==> config.mk <==
export PLATFORM = sky130hd
export DESIGN_NAME = shaper_pulse_sequencer
export DESIGN_NICKNAME = d
export VERILOG_FILES = /design/src/rtl/shaper_pulse_sequencer.sv
export SDC_FILE = /design/constraint.sdc
export NUM_CORES = 1
export LEC_CHECK = 0
export CAP_MARGIN = 20
export CORE_MARGIN = 5
export CORE_UTILIZATION = 45
export DETAILED_ROUTE_END_ITERATION = 8
export GPL_ROUTABILITY_DRIVEN = 0
export GPL_TIMING_DRIVEN = 0
export PLACE_DENSITY = 0.67
export SETUP_SLACK_MARGIN = 0.02
export SYNTH_ARGS = -nofsm -noshare
export SYNTH_HDL_FRONTEND = slang
export SYNTH_SLANG_ARGS = --single-unit
export TNS_END_PERCENT = 50
==> constraint.sdc <==
create_clock -name clk -period 2.8 [get_ports clk]
set_input_delay 0.56 -clock clk [delete_from_list [all_inputs] [get_ports clk]]
set_output_delay 0.56 -clock clk [all_outputs]
set_load 0.01 [all_outputs]
==> src/rtl/shaper_pulse_sequencer.sv <==
`default_nettype none
// ============================================================================
// Module      : shaper_pulse_sequencer
// Description : Gates a pulse shaper per trigger, captures the flat-top peak
//               and timestamp, and emits one event through a valid/ready
//               holding register with a saturating drop counter.
// Revision    : 1.0 - initial release
// ============================================================================
module shaper_pulse_sequencer #(
    parameter int SIZE_SHAPER_DATA = 16,
    parameter int K                = 16,
    parameter int L                = 8,
    parameter int LATENCY          = 8,
    parameter int SIZE_TS          = 32
) (
    input  logic                        clk,
    input  logic                        reset,
    input  logic                        enable,
    input  logic                        trigger,
    input  logic [SIZE_SHAPER_DATA-1:0] shaper_data,
    output logic                        pulse_time,
    output logic                        event_valid,
    input  logic                        event_ready,
    output logic [SIZE_SHAPER_DATA-1:0] event_energy,
    output logic                        event_pileup,
    output logic [SIZE_TS-1:0]          event_timestamp,
    output logic                        busy,
    output logic [15:0]                 drop_count
);

    localparam int c_MAX_LK  = (LATENCY > K) ? LATENCY : K;
    localparam int c_MAX_LKL = (c_MAX_LK > L) ? c_MAX_LK : L;
    localparam int c_PH_MAX  = (c_MAX_LKL > (K + L)) ? c_MAX_LKL : (K + L);
    localparam int c_PH_W    = $clog2(c_PH_MAX + 1);

    localparam logic [c_PH_W-1:0] c_LD_SETTLE  = c_PH_W'(LATENCY - 1);
    localparam logic [c_PH_W-1:0] c_LD_SHAPE   = c_PH_W'(K - 1);
    localparam logic [c_PH_W-1:0] c_LD_PEAK    = c_PH_W'(L - 1);
    localparam logic [c_PH_W-1:0] c_LD_HOLDOFF = c_PH_W'(K + L - 1);

    typedef enum logic [2:0] {
        S_IDLE    = 3'd0,
        S_SETTLE  = 3'd1,
        S_SHAPE   = 3'd2,
        S_PEAK    = 3'd3,
        S_DONE    = 3'd4,
        S_HOLDOFF = 3'd5
    } state_t;

    state_t                      r_state;
    logic [c_PH_W-1:0]           r_phase;
    logic [SIZE_TS-1:0]          r_ts_cnt;
    logic [SIZE_TS-1:0]          r_ts_lat;
    logic [SIZE_SHAPER_DATA-1:0] r_max;
    logic                        r_pile;
    logic                        r_pulse;
    logic                        r_valid;
    logic [SIZE_SHAPER_DATA-1:0] r_energy;
    logic                        r_pileup;
    logic [SIZE_TS-1:0]          r_timestamp;
    logic [15:0]                 r_drop;

    always_ff @(posedge clk or negedge reset) begin
        if (!reset) begin
            r_state     <= S_IDLE;
            r_phase     <= '0;
            r_ts_cnt    <= '0;
            r_ts_lat    <= '0;
            r_max       <= '0;
            r_pile      <= 1'b0;
            r_pulse     <= 1'b0;
            r_valid     <= 1'b0;
            r_energy    <= '0;
            r_pileup    <= 1'b0;
            r_timestamp <= '0;
            r_drop      <= '0;
        end else begin
            r_ts_cnt <= r_ts_cnt + SIZE_TS'(1);

            // A DONE load later in this block overrides this clear.
            if (r_valid && event_ready) begin
                r_valid <= 1'b0;
            end

            case (r_state)
                S_IDLE: begin
                    if (trigger && enable) begin
                        r_state  <= S_SETTLE;
                        r_phase  <= c_LD_SETTLE;
                        r_pulse  <= 1'b1;
                        r_max    <= '0;
                        r_pile   <= 1'b0;
                        r_ts_lat <= r_ts_cnt;
                    end
                end
                S_SETTLE, S_SHAPE, S_PEAK: begin
                    if (!enable) begin
                        r_state <= S_HOLDOFF;
                        r_phase <= c_LD_HOLDOFF;
                        r_pulse <= 1'b0;
                    end else begin
                        if (r_state != S_SETTLE && trigger) begin
                            r_pile <= 1'b1;
                        end
                        if (r_state == S_PEAK && shaper_data > r_max) begin
                            r_max <= shaper_data;
                        end
                        if (r_phase != '0) begin
                            r_phase <= r_phase - c_PH_W'(1);
                        end else if (r_state == S_SETTLE) begin
                            r_state <= S_SHAPE;
                            r_phase <= c_LD_SHAPE;
                        end else if (r_state == S_SHAPE) begin
                            r_state <= S_PEAK;
                            r_phase <= c_LD_PEAK;
                        end else begin
                            r_state <= S_DONE;
                            r_pulse <= 1'b0;
                        end
                    end
                end
                S_DONE: begin
                    if (!r_valid || event_ready) begin
                        r_valid     <= 1'b1;
                        r_energy    <= r_max;
                        r_pileup    <= r_pile;
                        r_timestamp <= r_ts_lat;
                    end else if (r_drop != 16'hFFFF) begin
                        r_drop <= r_drop + 16'd1;
                    end
                    r_state <= S_HOLDOFF;
                    r_phase <= c_LD_HOLDOFF;
                end
                S_HOLDOFF: begin
                    if (r_phase == '0) begin
                        r_state <= S_IDLE;
                    end else begin
                        r_phase <= r_phase - c_PH_W'(1);
                    end
                end
                default: begin
                    r_state <= S_IDLE;
                    r_pulse <= 1'b0;
                end
            endcase
        end
    end

    assign pulse_time      = r_pulse;
    assign event_valid     = r_valid;
    assign event_energy    = r_energy;
    assign event_pileup    = r_pileup;
    assign event_timestamp = r_timestamp;
    assign drop_count      = r_drop;
    assign busy            = (r_state != S_IDLE);

endmodule
`default_nettype wire

== Word-level counts from Yosys, hierarchy flattened ==
Cells that the tools add are included.
W data, S select, Z words.
Cells by class
  add/sub/neg operators: 3
  magnitude comparators: 1
  eq/ne operators: 17
  multiplexer cells: 31
  bitwise logic cells: 2
  reductions and logical operators: 22
Operator list (number)
  $mux W16: 3
  $add A32 B1 Y32 const B: 1
  $pmux W16 S2: 1
  $mux W5: 6
  $pmux W5 S4: 1
  $mux W3: 6
  $add A16 B1 Y16 const B: 1
  $gt A16 B16 Y1: 1
  $ne A16 B16 Y1 const B: 1
  $ne A2 B2 Y1 const B: 6
  $pmux W3 S4: 1
  $reduce_and A4 Y1: 3
  $mux W1: 11
  $ne A3 B3 Y1 const B: 3
  $eq A3 B2 Y1 const B: 2
  $eq A3 B3 Y1 const B: 2
  $reduce_and A3 Y1: 2
  $logic_not A5 Y1: 1
  $ne A5 B5 Y1 const B: 1
  $reduce_and A5 Y1: 1
  $reduce_bool A5 Y1: 1
  $sub A5 B1 Y5 const B: 1
  $logic_and A1 B1 Y1: 4
  $reduce_and A2 Y1: 2
  13 further kinds: 14
Storage, ports and cells
  flip-flop bits (word level): 156
  bits of input ports: 21
  output and inout bits: 68
  logic and storage cells: 88

== Longest topological paths before layout ==
Gate-level depths: netlist of run 1.
  depth after elaboration: 6
  depth in mapped cells: 8
  mapped depth without buffers: 7

== Least setup slack after synthesis of run 1 ==
OpenSTA, ideal clock, no wires.
  kind: input to register
  from: in shaper_data[15]
  to: reg r_max[10]
  setup time: 0.124 ns
  arrival: 2.134 ns
  data required time: 2.676 ns
  path slack: 0.542 ns
  stages on the path: 7
  buffers on the path: 1
  path through: ha_1 nand4_2 or4_4 a41oi_2 a31oi_4 buf_6 mux2i_1
On the way
  cells in the longest elaborated chain, start to end: 4
Ends and longest elaborated chain
  start, declared: line 20  | input logic [SIZE_SHAPER_DATA-1:0] shaper_data,
  $gt A16 B16 Y1: line 105  | if (r_state == S_PEAK && shaper_data > r_max) begin
  $logic_and A1 B1 Y1: line 105
  $ne A2 B2 Y1 (no source line)
  $reduce_and A4 Y1 (no source line)
  end signal, assigned: line 106  | r_max <= shaper_data;
  end, declared: line 54  | logic [SIZE_SHAPER_DATA-1:0] r_max;
Every way passes these cells.
A chain may end at the register's enable or synchronous reset.

== Worst setup path after layout of run 1 ==
  from: reg r_state[2]
  to: out busy
On the way
  cells in the longest elaborated chain, start to end: 1
Ends and longest elaborated chain
  start, declared: line 50  | state_t r_state;
  start signal, assigned: line 65  | r_state <= S_IDLE;
  start signal, assigned: line 88  | r_state <= S_SETTLE;
  start signal, assigned: line 98  | r_state <= S_HOLDOFF;
  $reduce_bool A3 Y1: line 155  | assign busy = (r_state != S_IDLE);
  end, declared: line 27  | output logic busy,
Every way passes these cells.

==> results.cfg, run 1 <==
[finish]
drive_gt1_frac = 0.176
final_util = 0.568
syn_to_final_growth_pct = 25.6
final_net_count = 710
num-fill-cells = 1229
final_area_um2 = 8540
stdcell_count = 871
antenna_cells = 0

[logic_synthesis]
muxShareOfSynthArea = 0.135
synthesis.area_um2 = 6800
synth-seq-cells = 156
synth_area_per_cell_um2 = 12.1
syn_inst = 562
yosysWarningCount = 0
synth-main-ff-cell = dfrtp_1
synth_compound_area_frac = 0.0572
async_flop_share = 1.00
synth_top_family_by_area = multiplexers
synth_cell_types = 48
synth_nets = 602
ys_seq_area_frac = 0.574
synthAdderAreaFrac = 0.0350
synth_xor_area_frac = 0.0567
synth-simple-area-share = 0.116
synth_edf_count = 0

[timing]
rsz0062_at_grt = false
timing.fmax_mhz = 382
slew_headroom = 0.413
holdWs_ps = 111
setup_tns_ps = 0
layout_min_cycle_time_ps = 2620
worst_pin_slew_ps = 874
finalHoldViolations = 0
skew_ps = 7.95
drv_slew = 0
setup_viol = 0
fin_crit_sh = 0.935

[placement]
portBuffers = 88
hpwl_um = 9180
placed_area_um2 = 7940
dp.cells = 839

[worst_setup_path]
crit_type = reg -> out
required_ps = 2240
worstPathCellList = buf_2 > clkbuf_1 > or3_1 > clkdlybuf4s50_1
cp.buffers_inverters = 3
cp-start-kind = register
crit_family = buffers and inverters
worst_ep_arrival_time_ps = 2060
slowest_stage = clkdlybuf4s50_1
slowest_delay_ps = 490
critPathCaptureType = output port
crit_fanout = 10

[pwr]
powerDensity_nw_per_um2 = 752
ir_drop_mv = 0.433
leakage_nw = 3.93

[clock_network]
path_clk_slew_ps = 60
clock_path_buffers = 2
root_buffer = clkbuf_16
numCtsBuffers = 17
cts.htree.levels = 4
cts_resized = 0
clock_latency_ps = 420
cts_setup_buffers = 0
holdBufCountCts = 0
cts_sinks = 156
cts_tree = done

[job]
drv_cap = 0

[min_path]
min_path_type = in -> async

[die]
start_util = 0.452
io-pin-count = 89
rows = 45
dieWidth_um = 133
core-area_um2 = 15000
die-area_um2 = 17700
die_y_um = 133

[global_route]
grt.total_usage = 0.160
grt_pass1_vias = 4780
grt_max_degree = 100
grt.overflow.total = 0
grt_pass1_wl_um = 22800
antenna_found_initial = 0

[route]
drc_errors = 0
routedWlPerCell_um = 15.1
detail-route-antenna-nets = 0
vias = 4520
dr.pass1.iters = 4
viasPerCell = 5.19
drtIter0Drc = 131
routed_wirelength_um = 13200

[status]
status = finished clean
final timing paths:
path / from / end / slack, ps / cells past startpoint
max: r_state[2]$_DFFE_PN0P_ / busy / 180 / 4
min: reset / event_timestamp[6]$_DFFE_PN0P_ / 110 / 1
max reg2reg: r_max[15]$_DFFE_PN0P_ / r_max[15]$_DFFE_PN0P_ / 520 / 8
min reg2reg: r_ts_cnt[31]$_DFF_PN0_ / r_ts_cnt[31]$_DFF_PN0_ / 470 / 1
max in group asynchronous: reset / r_phase[2]$_DFFE_PN0P_ / 1830 / 2
min in group clk: r_ts_cnt[31]$_DFF_PN0_ / r_ts_cnt[31]$_DFF_PN0_ / 470 / 1
routing by layer:
layer / vias up / routed length (µm) / track usage
li1: 2170 / - / -
met1: 2250 / 5860 / 0.201
met2: 83 / 6490 / 0.264
met3: 17 / 597 / 0.0449
met4: 0 / 215 / 0.0583
met5: - / 0 / 0
placed cells by master (no fill, tap or decap), types with 4 or more instances in the layout:
cell and instances:
buf_2 8, nor3_1 6, nand3_1 17, and4_1 8, clkinv_2 6, nor2b_1 5, a21oi_1 17, dfrtp_1 156
clkdlybuf4s50_1 87, mux2i_1 15, clkbuf_1 8, and3_1 4, nor2_1 24, o21ai_0 25, ha_1 19, xnor2_1 33
mux2_2 68, clkbuf_16 17, nand2_1 61, xor2_1 11, nand4_1 14, inv_1 24
cells by family after synthesis:
group / Yosys count
and+or+nand+nor: 156
DFF: 156
muxes: 83
AOI/OAI and AO/OA: 62
xor gates and xnor gates: 44
buffers and inverters: 42
adders and majority gates: 19
flip-flops by register name, indices dropped and copies added (netlist names):
signal           cells
event_energy        16
event_valid          1
r_ts_cnt            32
r_ts_lat            32
event_timestamp     32
event_pileup         1
pulse_time           1
drop_count          16
r_phase              5
r_state              3
r_max               16
r_pile               1
Yosys cell counts, types with 2 or more instances:
library cell	count	area, µm²
nand4_1	14	87.6
mux2_2	68	766
ha_1	19	238
nand2_1	61	229
nand2b_1	2	12.5
o21ai_0	25	125
inv_1	24	90.1
a21oi_1	17	85.1
o21ai_1	2	10.0
o21a_1	2	15.0
and2_1	3	18.8
a31oi_1	2	12.5
xnor2_1	33	289
mux2i_1	15	150
buf_2	8	40.0
o211ai_1	2	15.0
and3_1	4	25.0
nand3_1	17	85.1
nor2_1	24	90.1
nor2b_1	5	31.3
or3_1	2	12.5
and4_1	8	70.1
xor2_1	11	96.3
a211oi_1	3	22.5
dfrtp_1	156	3900
nor3_1	6	30.0
clkbuf_1	8	30.0
cell type report:
class | count | area, µm² | share of cell area
Timing Repair Buffer | 89 | 910 | 0.107
Inverter | 24 | 90.1 | 0.0105
Buffer | 18 | 85.1 | 0.00996
Clock inverter | 15 | 171 | 0.0201
Multi-Input combinational cell | 364 | 2720 | 0.318
Sequential cell | 156 | 3900 | 0.457
Clock buffer | 17 | 425 | 0.0498
Tap cell | 188 | 235 | 0.0275
stage by stage:
stage	total power, W	worst slack, ps
4_1_cts	0.00652	145
3_5_place_dp	0.00417	-129
2_1_floorplan	0.00349	542
6_report	0.00642	181
3_3_place_gp	0.00412	-4950
5_1_grt	0.00679	78.9
power by group:
group	internal (W)	switching, W	leakage (nW)
clock	0.00140	0.000912	0.297
sequential	0.00254	0.000179	2.03
combinational	0.000688	0.000710	1.60
total	0.00462	0.00180	3.93
Power figures use the tool's default switching activity.
==> run 2, diff against run 1 <==
--- a/config.mk
+++ b/config.mk
@@ -8,6 +8,7 @@
 export CAP_MARGIN = 20
 export CORE_MARGIN = 5
 export CORE_UTILIZATION = 45
+export CTS_CLUSTER_DIAMETER = 200
 export DETAILED_ROUTE_END_ITERATION = 8
 export GPL_ROUTABILITY_DRIVEN = 0
 export GPL_TIMING_DRIVEN = 0
==> results of run 2 <==
No change in the layout: final DEF, timing and power equal those of run 1.
